File: config.mk
export PLATFORM = sky130hd
export DESIGN_NAME = cpu_step_clock
export DESIGN_NICKNAME = d
export VERILOG_FILES = /design/src/rtl/cpu_step_clock.sv
export SDC_FILE = /design/constraint.sdc
export NUM_CORES = 1
export LEC_CHECK = 0
export ABC_AREA = 0
export CAP_MARGIN = 40
export CORE_ASPECT_RATIO = 2
export CORE_MARGIN = 5
export CORE_UTILIZATION = 45
export CTS_BUF_LIST = sky130_fd_sc_hd__clkbuf_4
export DETAILED_ROUTE_END_ITERATION = 8
export GPL_TIMING_DRIVEN = 0
export SLEW_MARGIN = 15
export SYNTH_ARGS = -nofsm -noshare
export SYNTH_HDL_FRONTEND = slang
export SYNTH_SLANG_ARGS = --single-unit
File: constraint.sdc
create_clock -name clk -period 2.1 [get_ports clk]
set_input_delay 0.42 -clock clk [delete_from_list [all_inputs] [get_ports clk]]
set_output_delay 0.42 -clock clk [all_outputs]
set_load 0.05 [all_outputs]
File: src/rtl/cpu_step_clock.sv
// Clock-enable generator for the 6502 core: debounced step/mode keys, manual/auto run.
// Optional `CPU_STEP_CYCLE_COUNT_EN adds cycle_count (issued pulses) and its count_clr input.
module cpu_step_clock #(
    parameter int unsigned SYNC_STAGES     = 2,
    parameter int unsigned DEBOUNCE_CYCLES = 250000,
    parameter int unsigned AUTO_DIV_W      = 18
) (
    input  logic        clk,
    input  logic        rst_n,
    input  logic        key_step_n,
    input  logic        key_mode_n,
    input  logic        hold,
`ifdef CPU_STEP_CYCLE_COUNT_EN
    input  logic        count_clr,
    output logic [31:0] cycle_count,
`endif
    output logic        cpu_clk_en,
    output logic        manual,
    output logic        step_pressed
);

    localparam int unsigned NumKeys = 2;
    localparam int unsigned KeyStep = 0;
    localparam int unsigned KeyMode = 1;
    localparam int unsigned CntW    = $clog2(DEBOUNCE_CYCLES + 1);
    localparam logic [CntW-1:0] CntLast = CntW'(DEBOUNCE_CYCLES - 1);

    typedef enum logic [0:0] {
        StManual,
        StAuto
    } state_e;

    logic [NumKeys-1:0]                  raw_n;
    logic [NumKeys-1:0][SYNC_STAGES-1:0] sync_q, sync_d;
    logic [NumKeys-1:0][CntW-1:0]        cnt_q, cnt_d;
    logic [NumKeys-1:0]                  lvl_q, lvl_d;
    logic [NumKeys-1:0]                  evt_q, evt_d;

    state_e                state_q, state_d;
    logic [AUTO_DIV_W-1:0] div_q, div_d;
    logic                  cpu_clk_en_q, cpu_clk_en_d;
    logic                  manual_q, manual_d;

    assign raw_n = {key_mode_n, key_step_n};

    // Accepted levels are stored active-high (1 = pressed); synchronizers hold raw pin polarity.
    always_comb begin
        sync_d = sync_q;
        cnt_d  = cnt_q;
        lvl_d  = lvl_q;
        evt_d  = '0;
        for (int k = 0; k < NumKeys; k++) begin
            sync_d[k] = {sync_q[k][SYNC_STAGES-2:0], raw_n[k]};
            if (!sync_q[k][SYNC_STAGES-1] == lvl_q[k]) begin
                cnt_d[k] = '0;
            end else if (cnt_q[k] == CntLast) begin
                cnt_d[k] = '0;
                lvl_d[k] = ~lvl_q[k];
                evt_d[k] = ~lvl_q[k];
            end else begin
                cnt_d[k] = cnt_q[k] + 1'b1;
            end
        end
    end

    always_ff @(posedge clk or negedge rst_n) begin
        if (!rst_n) begin
            sync_q <= '1;
            cnt_q  <= '0;
            lvl_q  <= '0;
            evt_q  <= '0;
        end else begin
            sync_q <= sync_d;
            cnt_q  <= cnt_d;
            lvl_q  <= lvl_d;
            evt_q  <= evt_d;
        end
    end

    // A mode event always takes priority over a step event or a divider wrap in the same cycle.
    always_comb begin
        state_d      = state_q;
        div_d        = div_q;
        cpu_clk_en_d = 1'b0;
        unique case (state_q)
            StManual: begin
                if (evt_q[KeyMode]) begin
                    state_d = StAuto;
                    div_d   = '0;
                end else if (evt_q[KeyStep] && !hold) begin
                    cpu_clk_en_d = 1'b1;
                end
            end
            StAuto: begin
                if (evt_q[KeyMode]) begin
                    state_d = StManual;
                    div_d   = '0;
                end else if (!hold) begin
                    div_d        = div_q + 1'b1;
                    cpu_clk_en_d = &div_q;
                end
            end
            default: begin
                state_d = StManual;
                div_d   = '0;
            end
        endcase
        manual_d = (state_d == StManual);
    end

    always_ff @(posedge clk or negedge rst_n) begin
        if (!rst_n) begin
            state_q      <= StManual;
            div_q        <= '0;
            cpu_clk_en_q <= 1'b0;
            manual_q     <= 1'b1;
        end else begin
            state_q      <= state_d;
            div_q        <= div_d;
            cpu_clk_en_q <= cpu_clk_en_d;
            manual_q     <= manual_d;
        end
    end

    assign cpu_clk_en   = cpu_clk_en_q;
    assign manual       = manual_q;
    assign step_pressed = lvl_q[KeyStep];

`ifdef CPU_STEP_CYCLE_COUNT_EN
    logic [31:0] cycle_count_q, cycle_count_d;

    always_comb begin
        cycle_count_d = cycle_count_q;
        if (count_clr) begin
            cycle_count_d = '0;
        end else if (cpu_clk_en_q) begin
            cycle_count_d = cycle_count_q + 32'd1;
        end
    end

    always_ff @(posedge clk or negedge rst_n) begin
        if (!rst_n) begin
            cycle_count_q <= '0;
        end else begin
            cycle_count_q <= cycle_count_d;
        end
    end

    assign cycle_count = cycle_count_q;
`endif

endmodule
==> results of run 1 <==
timing repair:
item,in CTS,in global routing
setup endpoints to repair,22,17
resized for setup,5,0
pin swaps,2,1
setup buffers,4,0
endpoints found under the hold margin,13,0
hold buffers,1,0
synth_stat cells (2+ instances only):
cell | number | area (µm²)
clkbuf_1 | 2 | 7.51
xnor2_1 | 22 | 193
nand2_1 | 18 | 67.6
nand4_1 | 18 | 113
ha_1 | 3 | 37.5
a21oi_1 | 14 | 70.1
and3_1 | 4 | 25.0
or3_1 | 9 | 56.3
and4b_1 | 2 | 20.0
inv_1 | 10 | 37.5
nand3_1 | 15 | 75.1
nor3_1 | 3 | 15.0
o31ai_1 | 6 | 45.0
nor4_1 | 10 | 62.6
o21ai_0 | 8 | 40.0
mux2i_1 | 2 | 20.0
nor2_1 | 49 | 184
dfrtp_1 | 60 | 1500
and4_1 | 4 | 35.0
xor2_1 | 17 | 149
dfstp_2 | 5 | 131
or4_1 | 7 | 52.6
flip-flops by register name (all words and copies together), names as in the netlist:
name / cells
state_q: 1
cpu_clk_en: 1
manual: 1
sync_d: 2
evt_q: 2
lvl_q: 2
sync_q: 2
cnt_q: 36
div_q: 18
layer usage:
metal | routed length, µm | vias to the layer above
met5 | 0 | -
met2 | 3220 | 26
met3 | 140 | 12
met1 | 2480 | 1134
met4 | 161 | 0
li1 | - | 1110
final timing paths:
| kind | end | start | cells past startpoint | slack (ns) |
|---|---|---|---|---|
| setup / recovery | cnt_q[12]$_DFF_PN0_ | cnt_q[6]$_DFF_PN0_ | 5 | 0.04 |
| hold / removal | sync_q[1]$_DFF_PN1_ | sync_d[1]$_DFF_PN1_ | 0 | 0.36 |
| setup reg to reg | cnt_q[12]$_DFF_PN0_ | cnt_q[6]$_DFF_PN0_ | 5 | 0.04 |
| hold reg to reg | sync_q[1]$_DFF_PN1_ | sync_d[1]$_DFF_PN1_ | 0 | 0.36 |
| max in group asynchronous | sync_d[1]$_DFF_PN1_ | rst_n | 3 | 1.12 |
| min in group asynchronous | div_q[16]$_DFFE_PN0P_ | rst_n | 2 | 0.40 |
final cells by class:
| class | instances | area share |
|---|---|---|
| buffer | 5 | 0.00884 |
| clock buffer | 11 | 0.0243 |
| clock inverter | 5 | 0.00700 |
| inverter | 10 | 0.0110 |
| multi-input combinational | 219 | 0.397 |
| sequential | 65 | 0.481 |
| tap | 88 | 0.0324 |
| timing repair buffer | 13 | 0.0390 |
through the flow:
stage / instance area, µm² / hold slack (ns) / cells / worst slack [ns]
final: 3400 / 0.361 / 416 / 0.0405
after global routing: 3400 / 0.363 / 416 / -0.0385
after CTS: 3400 / 0.351 / 416 / 0.00847
after detailed placement: 3240 / 0.303 / 395 / -0.246
after global placement: 3210 / 0.346 / 394 / -1.53
after floorplan: 3030 / 0.124 / 299 / 0.124
cell families after synthesis:
family                     Yosys count  synth area share
AOI/OAI and AO/OA                   31            0.0623
buffers and inverters               15            0.0215
DFF                                 65             0.538
muxes                                2           0.00660
and+or+nand+nor                    144             0.246
xor gates and xnor gates            39             0.113
adders and majority gates            3            0.0124
worst max-delay path: stages (launching register included):
cell	delay [ns]
dfrtp_1	0.44
or4b_1	0.50
or4_4	0.56
o21ai_4	0.21
buf_6	0.17
nor2_1	0.06
power by group:
group / internal [µW] / switching [µW]
Combinational: 31.7 / 49.0
Sequential: 1270 / 13.5
Clock: 257 / 444
Total: 1560 / 506
==> impl_metrics.tcl, run 1 <==
set metrics [dict create \
    rsz0062_at_grt "true" \
    die_area_um2 8580 \
    synth_seq_area_share 0.538 \
    yosysWarnings 0 \
    die_x_um 68.1 \
    rows 42 \
    synthArstFlopShare 1.00 \
    final_layout_size_suffix_gt1_frac 0.0945 \
    wl_per_cell_um 14.4 \
    gp_congestion 0.826 \
    ir_drop_mv 0.386 \
    final_cell_mix "60 x dfrtp_1, 49 x nor2_1, 22 x xnor2_1" \
    cts_root_buf "clkbuf_4" \
    grt_use_met1 0.186 \
    status "completed" \
    cts.sinks 65 \
    grt_pass1_vias 2243 \
    dieHeight_um 126 \
    skew_ns 0.0211 \
    maxSlewViolCount 0 \
    drt-pass1-iter-count 4 \
    areaGrowthSynthToFinish_pct 12.0 \
    power_density_nw_per_um2 607 \
    cp_max_fo 10 \
    finalHoldViolations 0 \
    period_minus_slack_ns 2.06 \
    finalSetupViolCount 0 \
    cp-start-kind "register" \
    nets 331 \
    cp.required_ns 2.40 \
    power_uw 2060 \
    hold_path.class "register to register" \
    synthesis.area_um2 3030 \
    io_pins 8 \
    arrival_ns 2.36 \
    final-seq-area_um2 1630 \
    fillers 655 \
    multiInputGateArea_um2 1350 \
    grtUsageMet2 0.261 \
    maxSlewHeadroom 0.635 \
    antenna_left 0 \
    fin_setup_tns_ns 0 \
    vias_per_cell 5.49 \
    grt-ovfl-total 0 \
    drtIter0Drc 123 \
    cts_max_level 3 \
    synth_fp_nets 307 \
    ys_ff_latch 65 \
    cts_buffer_depth 2 \
    period_share 0.981 \
    portBuffers 7 \
    dp_hpwl_um 4190 \
    synth-main-ff-cell "dfrtp_1" \
    cts_tree "built" \
    max_freq_ghz 0.486 \
    core_um2 6620 \
    synth_edf_count 0 \
    final_common_cell "dfrtp_1" \
    grt_pass1_wl_um 10300 \
    syn_area_per_cell_um2 10.1 \
    path_clk_slew_ns 0.10 \
    busiest_layer "met2" \
    drc 0 \
    wl_um 6010 \
    clk_latency_ns 0.43 \
    crit_path_end_kind "register" \
    antenna_found_initial 0 \
    worst_pin_slew_ns 0.542 \
    synth.distinct_cells 33 \
    initial_core_util 0.458 \
    synthCells 299 \
    numCtsBuffers 9 \
    final_core_utilization 0.513 \
    vias 2282 \
    n_antenna_cell 0 \
    p_leak_uw 0.00140 \
    critPathKind "register to register" \
    grt_max_degree 51 \
    grt_util_met3 0.0410 \
    grt_usage 0.159 \
    cap_viol_max_count 0 \
]
No activity file was read; power rests on OpenSTA's default activity.
==> run 2: changes to the inputs <==
PLACE_DENSITY = 0.66   (was not set)
clock period = 1.6 ns   (was 2.1 ns; I/O delays follow)
==> impl_metrics.tcl, run 2 (synthesis gave the netlist of run 1 again) <==
set metrics [dict create \
    arrival_ns 2.36 \
    crit_path_start "cnt_q[6]$_DFF_PN0_" \
    critical_path.cell_chain "or4b_1 -> or4_4 -> o21ai_4 -> buf_4 -> nor2_1" \
    regMostFlops "cnt_q" \
    drc 0 \
    crit_path_end_kind "register" \
    path_depth 5 \
    design_area_um2 3850 \
    final_cell_mix "58 x dfrtp_1, 26 x nor2_1, 26 x buf_4" \
    grt_pass1_vias 2448 \
    nets 358 \
    switching_share 0.245 \
    fin_ws_ns -0.467 \
    final-seq-area_um2 1640 \
    clk_latency_ns 0.42 \
    final_common_cell "dfrtp_1" \
    grt_pass1_wl_um 11100 \
    die_area_um2 8580 \
    antenna_left 0 \
    critPathBufInv 1 \
    wl_um 6580 \
    power_density_nw_per_um2 708 \
    path_clk_slew_ns 0.11 \
    busiest_layer "met2" \
    areaGrowthSynthToFinish_pct 27.0 \
    grtUsageMet2 0.279 \
    violations "negative setup slack" \
    cts_max_level 3 \
    critPathKind "register to register" \
    place_area_um2 3290 \
    grt_max_degree 53 \
    final_layout_size_suffix_gt1_frac 0.325 \
    numCtsBuffers 9 \
    p_leak_uw 0.00155 \
    largest_reg_flops 36 \
    period_share 1.29 \
    r2r-end "cnt_q[2]$_DFF_PN0_" \
    grt_use_met1 0.188 \
    drt-pass1-iter-count 4 \
    rsz0062_at_grt "true" \
    cts_root_buf "clkbuf_4" \
    grt-ovfl-total 0 \
    skew_ns 0.0199 \
    dieHeight_um 126 \
    drtIter0Drc 152 \
    cts_buffer_depth 2 \
    core_um2 6620 \
    p_int_uw 2060 \
    antenna_found_initial 0 \
    vias 2430 \
    max_freq_ghz 0.484 \
    grt_usage 0.170 \
    die_x_um 68.1 \
    fillers 577 \
    cp_slowest_cell "or4_4" \
    pwr-share-seq 0.617 \
    gp_congestion 0.758 \
    wl_per_cell_um 14.9 \
    cp-start-kind "register" \
    critPathMaxStageDelay_ns 0.55 \
    setup.worst_path.end "cnt_q[2]$_DFF_PN0_" \
    r2r_slack_ns -0.47 \
    power_uw 2730 \
    io_pins 8 \
    rows 42 \
    rr_worst_depth 5 \
    n_antenna_cell 0 \
    maxSlewHeadroom 0.700 \
    p_comb_frac 0.051 \
    finalSetupViolCount 38 \
    crit_family "simple AND/OR/NAND/NOR gates" \
    maxSlewViolCount 0 \
    grt_util_met3 0.0428 \
    ir_drop_mv 0.583 \
    portBuffers 7 \
    r2r_start "cnt_q[6]$_DFF_PN0_" \
    cts_tree "built" \
    reg_top3 "cnt_q: 36 flops, div_q: 18 flops" \
    cp.required_ns 1.89 \
    hold_path.class "primary input to async pin" \
    cp_max_fo 5 \
    status "complete, but fails checks" \
    vias_per_cell 5.50 \
    worst_pin_slew_ns 0.450 \
    period_minus_slack_ns 2.07 \
    multiInputGateArea_um2 1570 \
    cap_viol_max_count 0 \
    p_clk_frac 0.331 \
    p_sw_uw 667 \
    initial_core_util 0.458 \
    finalHoldViolations 0 \
    dp_hpwl_um 4080 \
    cts.sinks 65 \
]
run 2: changes by cell type in the layout (fill, tap and decap cells not counted), sizes merged:
cell and delta:
buf +28, clkbuf +1, clkdlybuf4s15 +1, clkdlybuf4s50 -2
clkinv -1, dlygate4sd2 -2, dlymetal6s2s +1
run 2: per-layer routing:
layer  vias to the layer above  wire length, µm
met5                         -                0
met4                         0              268
met3                        22              188
met2                        44             3550
met1                      1203             2560
li1                       1161                -
run 2: through the flow:
step / TNS [ns] / setup WS (ns) / hold slack (ns) / utilization / instances
CTS: -12.13 / -0.467 / 0.250 / 0.544 / 429
detailed placement: -18.58 / -0.604 / 0.190 / 0.496 / 395
floorplan: -7.26 / -0.376 / 0.0244 / - / 299
global placement: -138.71 / -1.92 / 0.346 / 0.492 / 394
global route: -14.52 / -0.502 / 0.269 / 0.582 / 442
finish: -12.30 / -0.467 / 0.278 / 0.582 / 442
run 2: worst min-delay path by stage:
stage,cells after the start,endpoint,startpoint,slack [ns]
after detailed placement,1,div_q[16]$_DFFE_PN0P_,rst_n,0.19
after floorplan,0,cnt_q[0]$_DFF_PN0_,rst_n,0.02
after global placement,0,sync_q[3]$_DFF_PN1_,sync_d[3]$_DFF_PN1_,0.35
after global routing,2,div_q[12]$_DFFE_PN0P_,rst_n,0.27
final,2,div_q[16]$_DFFE_PN0P_,rst_n,0.28
after CTS,2,div_q[16]$_DFFE_PN0P_,rst_n,0.25
run 2: timing repair:
item / in CTS / in global routing
buffers inserted: 16 / 13
pin swaps: 12 / 14
resized for setup: 32 / 44
endpoints found under the setup margin: 50 / 49
hold endpoints to repair: 13 / 0
cloned: 2 / 0
hold buffers: 1 / 0
run 2: cell type report:
class	instances	area share
Buffer	5	0.00909
Clock buffer	11	0.0214
Timing Repair Buffer	40	0.0942
Sequential cell	65	0.424
Multi-Input combinational cell	219	0.407
Inverter	10	0.00974
Tap cell	88	0.0286
Clock inverter	4	0.00552
run 2: power groups by stage:
stage	clock, µW	sequential (µW)	combinational [µW]
after global placement	0	1710	97.5
after CTS	941	1680	136
after detailed placement	0	1710	106
after global routing	1000	1690	159
after floorplan	0	1710	44.6
final	903	1680	140
